==> src/rtl/cache_arbiter.sv <==
// cache_arbiter: shares one physical-memory port between I$ and D$.
// Round-robin on conflict, requests latched onto registered mem_* port.
module cache_arbiter #(
  parameter int ADDR_W = 16,
  parameter int LINE_W = 128
) (
  input  logic              clk,
  input  logic              rst,
  input  logic              i_pmem_read,
  input  logic [ADDR_W-1:0] i_pmem_address,
  output logic              i_pmem_resp,
  input  logic              d_pmem_read,
  input  logic              d_pmem_write,
  input  logic [ADDR_W-1:0] d_pmem_address,
  input  logic [LINE_W-1:0] d_pmem_wdata,
  output logic              d_pmem_resp,
  output logic [LINE_W-1:0] pmem_rdata_out,
  output logic              mem_read,
  output logic              mem_write,
  output logic [ADDR_W-1:0] mem_address,
  output logic [LINE_W-1:0] mem_wdata,
  input  logic [LINE_W-1:0] mem_rdata,
  input  logic              mem_resp
);

  typedef enum logic [1:0] {
    IDLE,
    SERVE_I,
    SERVE_D,
    RELEASE
  } state_t;

  state_t state;
  logic   last_d;
  logic   i_req;
  logic   d_req;
  logic   pick_i;
  logic   pick_d;

  // Grant choice: sole requester wins, else whoever was not served last
  always_comb begin
    i_req  = i_pmem_read;
    d_req  = d_pmem_read | d_pmem_write;
    pick_d = d_req & (~i_req | ~last_d);
    pick_i = i_req & (~d_req | last_d);
  end

  // Completion passthrough; held off while reset is asserted
  always_comb begin
    i_pmem_resp = ~rst & mem_resp & (state == SERVE_I);
    d_pmem_resp = ~rst & mem_resp & (state == SERVE_D);
  end

  assign pmem_rdata_out = mem_rdata;

  // Arbitration FSM with registered shared-port outputs
  always_ff @(posedge clk) begin
    if (rst) begin
      state       <= IDLE;
      last_d      <= 1'b0;
      mem_read    <= 1'b0;
      mem_write   <= 1'b0;
      mem_address <= '0;
      mem_wdata   <= '0;
    end else begin
      unique case (state)
        IDLE: begin
          unique case (1'b1)
            pick_d: begin
              state       <= SERVE_D;
              last_d      <= 1'b1;
              mem_address <= d_pmem_address;
              mem_write   <= d_pmem_write;
              mem_read    <= ~d_pmem_write;
              if (d_pmem_write)
                mem_wdata <= d_pmem_wdata;
            end
            pick_i: begin
              state       <= SERVE_I;
              last_d      <= 1'b0;
              mem_address <= i_pmem_address;
              mem_read    <= 1'b1;
              mem_write   <= 1'b0;
            end
            default: ;
          endcase
        end
        SERVE_I,
        SERVE_D: begin
          if (mem_resp) begin
            state     <= RELEASE;
            mem_read  <= 1'b0;
            mem_write <= 1'b0;
          end
        end
        RELEASE: state <= IDLE;
        default: state <= IDLE;
      endcase
    end
  end

endmodule

==> config.mk <==
export PLATFORM = sky130hd
export DESIGN_NAME = cache_arbiter
export DESIGN_NICKNAME = d
export VERILOG_FILES = /design/src/rtl/cache_arbiter.sv
export SDC_FILE = /design/constraint.sdc
export NUM_CORES = 1
export LEC_CHECK = 0
export BUFFER_PORTS_ARGS = -buffer_cell sky130_fd_sc_hd__buf_2
export CAP_MARGIN = 20
export CORE_AREA = 4 4 218 220
export DETAILED_ROUTE_END_ITERATION = 16
export DIE_AREA = 0 0 222 224
export GPL_ROUTABILITY_DRIVEN = 1
export PLACE_DENSITY_LB_ADDON = 0.12
export SYNTH_ARGS = -nofsm -noshare
export SYNTH_HDL_FRONTEND = slang
export SYNTH_SLANG_ARGS = --single-unit
==> constraint.sdc <==
create_clock -name clk -period 3.25 [get_ports clk]
set_input_delay 0.1625 -clock clk [delete_from_list [all_inputs] [get_ports clk]]
set_output_delay 0.1625 -clock clk [all_outputs]
set_load 0.01 [all_outputs]
## Word-level counts from Yosys, hierarchy flattened

Cells that the tools add are included.

- Register bits after elaboration: 149
- Input bits: 294
- Output and inout port bits: 276
- Logic and storage cells: 42

- Equal/unequal tests: 5
- Multiplexer cells: 10
- Bitwise logic cells: 13
- Reductions and logical operators: 8

Operator list:

| operator | count |
|---|---|
| case mux 16 bit (2 select lines) | 1 |
| case mux 1 bit (2 select lines) | 5 |
| case mux 2 bit (3 select lines) | 1 |
| AND reduction 3 bit | 2 |
| AND 1 bit | 5 |
| inverter 1 bit | 5 |
| == test 2 bit (second input constant) | 2 |
| case mux 2 bit (2 select lines) | 1 |
| AND reduction 2 bit | 2 |
| nonzero test 2 bit | 2 |
| inequality test 3 bit (second input constant) | 1 |
| bitwise OR 1 bit | 3 |
| == test 2 x 1 -> 1 bit (second input constant) | 1 |
| logical NOT 2 bit | 1 |
| 2-to-1 mux 2 bit | 1 |
| inequality test 2 bit (second input constant) | 1 |
| OR reduction 2 bit | 1 |
| 2-to-1 mux 1 bit | 1 |

## Logic depth before layout (Yosys ltp)

Gate-level depths: netlist of run 1.

- Depth in word-level cells: 6
- Mapped depth: 7
- Mapped depth without buffers: 6

## Least setup slack after synthesis of run 1

OpenSTA, ideal clock, no wires.

- Path kind: flip-flop to flip-flop
- From: reg state[0]
- To: reg mem_read
- Setup time: 128 ps
- Data arrival time: 1474 ps
- Data required time: 3122 ps
- Slack: 1649 ps
- Cell stages (with the launch flop): 7
- Path buffers: 0
- Period minus slack after synthesis: 1601 ps
- Cells stage by stage: dfxtp_1 inv_1 ha_1 nor2b_1 or3_1 a22oi_1 nor2_1

- Word-level cells in the longest chain between the ends: 4
- Elaborated cells on any way between the ends: 9
- Classes of those cells: eq/ne (4); mux (1); reduce/logical (4)

RTL lines:

| item | RTL line | RTL |
|---|---|---|
| start, declared | 33 | `state_t state;` |
| start signal, assigned | 59 | `state <= IDLE;` |
| start signal, assigned | 70 | `state <= SERVE_D;` |
| start signal, assigned | 79 | `state <= SERVE_I;` |
| == test 2 x 1 -> 1 bit / == test 2 bit (equally long branches) | 66 | `unique case (state)` |
| OR reduction 2 bit | 66 |  |
| inequality test 2 bit (no line) / nonzero test 2 bit (equally long branches) | -- |  |
| AND reduction 3 bit (no line) | -- |  |
| end signal, assigned | 74 | `mem_read <= ~d_pmem_write;` |
| end, declared | 18 | `output logic mem_read,` |

Several ways; a longest one is shown, not always the timed one.
A chain may end at the register's enable or synchronous reset.

## Final worst setup path of run 1

- From: reg state[1]
- To: reg mem_address[5]

- Word-level cells in the longest chain between the ends: 2

RTL lines:

| item | RTL line | RTL |
|---|---|---|
| logical NOT 2 bit | 66 |  |
| AND reduction 2 bit (no line) | -- |  |
| end signal, assigned | 72 | `mem_address <= d_pmem_address;` |
| end signal, assigned | 81 | `mem_address <= i_pmem_address;` |
| end, declared | 20 | `output logic [ADDR_W-1:0] mem_address,` |

Every way passes these cells.

==> results of run 1 <==
## what timing repair did
action,CTS,global route
endpoints found under the hold margin,144,0
endpoints found under the setup margin,0,0
hold buffers,159,0
## cell usage in the layout (no fill, tap or decap), drive strengths merged, types with 3 or more instances in the layout
cell type    instances
dlygate4sd3        159
nand2              290
inv                  5
clkinv               6
a21oi              130
buf                323
ha                   4
a311oi              15
nor2                23
dfxtp              149
clkinvlp             3
clkbuf              20
## stage by stage
stage	setup slack, ps	instances	power, mW
2_1_floorplan	1650	815	4.08
3_3_place_gp	1200	1559	4.64
3_5_place_dp	1160	1559	4.62
4_1_cts	621	1750	6.99
5_1_grt	376	1750	7.31
6_report	640	1751	6.78
## final cells by class
type | instances | area share
Antenna cell | 1 | 0.000252
Clock buffer | 20 | 0.0460
Clock inverter | 12 | 0.0130
Inverter | 4 | 0.00151
Multi-Input combinational cell | 483 | 0.232
Sequential cell | 149 | 0.300
Tap cell | 600 | 0.0756
Timing Repair Buffer | 482 | 0.331
## where the power goes
part	internal [mW]	leakage (nW)	switching, mW	total (mW)
clock	1.17	0.282	0.874	2.04
combinational	0.968	2.87	1.37	2.34
sequential	2.21	1.22	0.190	2.40
total	4.35	4.37	2.43	6.78
## worst max-delay path, stage by stage (launching register included)
cell	delay, ps
dfxtp_1	330
inv_1	100
ha_1	370
o31a_1	540
buf_4	330
nor2_1	60
a311oi_1	240
dlygate4sd3_1	580
## cells by family (layout without fill, tap and decap cells)
logic type	count (synthesis)	after routing	share of synthesized area
simple gates	324	324	0.187
buf+inv	183	518	0.211
compound gates	155	155	0.149
flops	149	149	0.446
fa+ha+maj	4	4	0.00748
other cells	0	1	0
## worst max path at each step
stage | cells after the start | slack (ps) | to | start
after floorplan | 6 | 1650 | mem_read$_SDFFE_PP0P_ | state[0]$_SDFFE_PP0P_
after global placement | 6 | 1200 | mem_address[14]$_SDFFE_PP0P_ | state[0]$_SDFFE_PP0P_
after detailed placement | 6 | 1160 | mem_address[9]$_SDFFE_PP0P_ | state[0]$_SDFFE_PP0P_
after CTS | 7 | 620 | mem_address[0]$_SDFFE_PP0P_ | state[1]$_SDFFE_PP0P_
after global routing | 7 | 380 | mem_address[4]$_SDFFE_PP0P_ | state[0]$_SDFFE_PP0P_
final | 7 | 640 | mem_address[5]$_SDFFE_PP0P_ | state[1]$_SDFFE_PP0P_
## layer usage
layer  routed length, um  track usage
met3                2630       0.0569
met2               11400        0.153
met5                  39      0.00664
met4                 879       0.0526
met1               10200        0.112
## sequential cells by signal, indices dropped and copies added (netlist names)
register	cells
mem_address	16
state	2
last_d	1
mem_read	1
mem_write	1
mem_wdata	128
==> metrics.md, run 1 <==
| Metric | Value |
|---|---|
| Total CTS buffers | 17 |
| Synthesized instance count | 815 |
| Final wirelength | 25.1 mm |
| Layout Nets | 1435 |
| Syn Nets | 1113 |
| Total setup buffers inserted after CTS | 0 |
| Clock Latency Late Sink | 470 ps |
| Clk sinks | 149 |
| Maximum VDD drop | 0.276 mV |
| Layout cells sized above 1 | 0.343 |
| Minimum clock period | 2610 ps |
| Beginning of the worst hold path | i_pmem_address[14] |
| Ranking of synthesized cells by area | dfxtp_1, nand2_1, buf_4 |
| H-tree depth | 4 |
| Die height | 224 um |
| Gpl congestion | 0.678 |
| Reg2reg path depth | 7 |
| Clk slew on worst S/H paths | 60 ps |
| Mapped cell area | 0.00669 sq mm |
| Top Ports | 570 |
| R2R Setup Slk | 640 ps |
| Hold WS | 79.8 ps |
| Clock skew | 12.5 ps |
| Fill count | 5158 |
| Rel. slew slack | 0.550 |
| Pin count of the biggest net entering global routing | 69 |
| Worst hold path class | in2reg |
| Max-cap viol count | 0 |
| CP Max Fanout | 19 |
| Die Width | 222 um |
| Grt total ovfl | 0 |
| DP HPWL | 17.6 mm |
| Post-synth top area share | 0.446 |
| Worst reg2reg endpoint | mem_address[5]$_SDFFE_PP0P_ |
| Initial antenna violation count | 1 |
| Worst slew pin tran | 674 ps |
| Initial DRC Count | 205 |
| Vias/cell | 3.61 |
| FF/Latch Area | 0.00298 sq mm |
| Fraction of registers with async set or reset after synthesis | 0 |
| Cell Pwr Density | 682 mW/mm^2 |
| Area after DPL | 0.00775 sq mm |
| CP Capture Type | register |
| Worst hold endpoint | mem_address[14]$_SDFFE_PP0P_ |
| First-pass GRT wire length | 38.5 mm |
| Fin util | 0.219 |
| Clock root buffer | clkbuf_16 |
| Data arrival, critical path | 3020 ps |
| Critical Path Source Type | register |
| Cell variety after synth | 32 |
| DR WL/cell | 14.3 um |
| Data required time at the worst endpoint | 3660 ps |
| RSZ-0062 raised after global routing | no |
| Max Slew Vio Count | 0 |
| Fin. Hold Viols | 0 |
| Fin crit share | 0.803 |
| Status | finished, final reports clean |
| Synth Warn # | 0 |
| Final Cell Area | 0.00993 sq mm |
| Post-synthesis register bit count | 149 |
| CTS tree | built |
| Yosys top cell by area | dfxtp_1 |
| Final setup viols | 0 |
| Maximum clock insertion buffer count | 2 |
| Syn Area/Cell | 8.21 sq um |
| Post-synth top cells | nand2_1, dfxtp_1, buf_4 |
| DIE AREA | 0.0497 sq mm |
| Final ANT Viol Nets | 0 |
| Initial DRT Pass Iterations | 4 |
| Initial Utilization | 0.148 |
| Multi-input logic area | 0.00230 sq mm |
| CP Class | reg2reg |
| Hold Path Stages | 3 |
| Worst reg2reg path startpoint | state[1]$_SDFFE_PP0P_ |
| EDFF count, synth | 0 |
| Fmax achieved | 383 MHz |
| Area grow syn2layout | 48.4% |
| Number of global-route vias before repair | 6535 |
| Global Route Usage Sum | 0.101 |
| # resized after CTS | 0 |
| Most used DFF post-synth | dfxtp_1 |
| Core Rows | 78 |
| Drc violations | 0 |
| Sequential fraction of the synthesis area | 0.446 |
| Final setup TNS | 0 ps |
| Leak pwr | 4.37 nW |
| Most common cell in the netlist | nand2_1 |
| Core Area | 0.0453 sq mm |
| Via count | 6317 |
| Port bufs | 313 |
Note: power is estimated with default switching activity, not from simulation.
==> run 2: changes to the inputs <==
- CORE_AREA: 4 4 218 220 -> 4 4 221 223
- DIE_AREA: 0 0 222 224 -> 0 0 225 227
- clock period: 3.25 -> 2.4 ns (I/O delays scaled with it)
==> metrics.md, run 2 (synthesized netlist as in run 1, its figures left out) <==
| Metric | Value |
|---|---|
| Status | finished, final reports clean |
| Most frequent cells in the layout | buf_2, nand2_1, dlygate4sd3_1 |
| Initial DRC Count | 245 |
| Initial antenna violation count | 4 |
| Fmax achieved | 446 MHz |
| Maximum clock insertion buffer count | 2 |
| CP Class | reg2reg |
| Drc violations | 0 |
| Data required time at the worst endpoint | 2830 ps |
| Max-cap viol count | 0 |
| Pre-CTS WS | 630 ps |
| DR WL/cell | 14.2 um |
| Worst stage delay on the critical path | 590 ps |
| Clock root buffer | clkbuf_16 |
| Design Power | 9.56 mW |
| CTS tree | built |
| Data arrival, critical path | 2670 ps |
| Core Area | 0.0466 sq mm |
| Hold WS | 63.2 ps |
| Commonest non-fill, non-tap cell in the layout | buf_2 |
| Gpl congestion | 0.709 |
| Area after DPL | 0.00786 sq mm |
| Rel. slew slack | 0.569 |
| CP Capture Type | register |
| Cell Pwr Density | 937 mW/mm^2 |
| Clock skew | 19.4 ps |
| Total setup buffers inserted after CTS | 0 |
| Total CTS buffers | 17 |
| Leak pwr | 4.52 nW |
| CP Max Fanout | 29 |
| Switch share | 0.346 |
| Grt total ovfl | 0 |
| Fill count | 5297 |
| Worst slew pin tran | 645 ps |
| Top Ports | 570 |
| Final wirelength | 25.3 mm |
| Vias/cell | 3.64 |
| Pin count of the biggest net entering global routing | 81 |
| Final ANT Viol Nets | 0 |
| Critical Path Source Type | register |
| Final setup TNS | 0 ps |
| Fin. Hold Viols | 0 |
| Maximum VDD drop | 0.462 mV |
| Layout Nets | 1455 |
| Area grow syn2layout | 52.5% |
| Final WS setup | 155 ps |
| Final Cell Area | 0.0102 sq mm |
| Core Rows | 79 |
| Multi-input logic area | 0.00231 sq mm |
| Global Route Usage Sum | 0.0995 |
| Final non-filler cell total | 1778 |
| Combinational power share | 0.354 |
| DIE AREA | 0.0511 sq mm |
| Clk slew on worst S/H paths | 70 ps |
| Clk sinks | 149 |
| Die Width | 225 um |
| Layout cells sized above 1 | 0.341 |
| Die height | 227 um |
| DP HPWL | 17.7 mm |
| Initial DRT Pass Iterations | 6 |
| Initial Utilization | 0.144 |
| Fin crit share | 0.935 |
| Via count | 6475 |
| Final setup viols | 0 |
| Minimum clock period | 2240 ps |
| Port bufs | 313 |
| Fin util | 0.219 |
| Worst hold path class | in2reg |
| Flop pwr share | 0.340 |
| R2R Setup Slk | 160 ps |
| Placed Cells incl. Taps | 1573 |
| H-tree depth | 4 |
| Internal power | 6.25 mW |
| FF/Latch Area | 0.00298 sq mm |
| Number of global-route vias before repair | 6823 |
| Largest regs | mem_wdata (128), mem_address (16), state (2) |
| Switching power of the nets | 3.31 mW |
| First-pass GRT wire length | 38.7 mm |
| RSZ-0062 raised after global routing | no |
| CP cell instances | inv_1 > ha_2 > o31a_1 > buf_12 > nor2_1 > a311oi_1 > dlygate4sd3_1 |
| Clock Latency Late Sink | 480 ps |
| Max Slew Vio Count | 0 |
| Clk pwr share | 0.306 |
| Slowest cell on the critical path | dlygate4sd3_1 |
| Biggest register | mem_wdata |
| Max FFs per register | 128 |
run 2: repair_timing:
item / CTS / global route
setup endpoints to repair: 0 / 24
hold buffers: 172 / 0
gates resized for setup: 0 / 1
endpoints found under the hold margin: 146 / 0
run 2: routing by layer:
layer  global-route usage  part of all wire  up-vias
li1                     -                 -     3181
met1                0.114              0.42     2936
met2                0.154              0.45      297
met3               0.0469             0.097       53
met4               0.0542             0.034        8
met5              0.00553            0.0031        -
run 2: layout make-up:
class                   count  share of cell area
multi-input cells         483               0.226
clock inverters             9              0.0147
well taps                 607              0.0744
clock buffers              23              0.0458
repair buffers            502               0.345
flip-flops and latches    149               0.292
diodes                      1            0.000245
inverters                   4             0.00147
run 2: worst max-delay path, delay by kind of cell, from the launching register on:
family	cells	cell delay, ps
AO/OA/AOI/OAI	2	600
adder cells (fa/ha/maj)	1	290
flip-flops	1	330
buffers and inverters	3	920
AND/OR/NAND/NOR	1	60
run 2: path summary, 6_finish.rpt:
| check | from | end | depth (start not counted) |
|---|---|---|---|
| worst max-delay path | state[0]$_SDFFE_PP0P_ | mem_address[13]$_SDFFE_PP0P_ | 7 |
| worst min-delay path | mem_resp | state[1]$_SDFFE_PP0P_ | 4 |
| worst max register to register | state[0]$_SDFFE_PP0P_ | mem_address[13]$_SDFFE_PP0P_ | 7 |
| worst min register to register | mem_wdata[66]$_SDFFE_PP0P_ | mem_wdata[66]$_SDFFE_PP0P_ | 2 |
run 2: power groups by stage:
| stage | combinational [mW] | sequential [mW] | clock (mW) |
|---|---|---|---|
| CTS | 3.48 | 3.26 | 3.12 |
| finish | 3.39 | 3.25 | 2.93 |
| global route | 3.81 | 3.32 | 3.18 |
| detailed placement | 3.10 | 3.31 | 0 |
| global placement | 3.12 | 3.30 | 0 |
| floorplan | 1.99 | 3.53 | 0 |
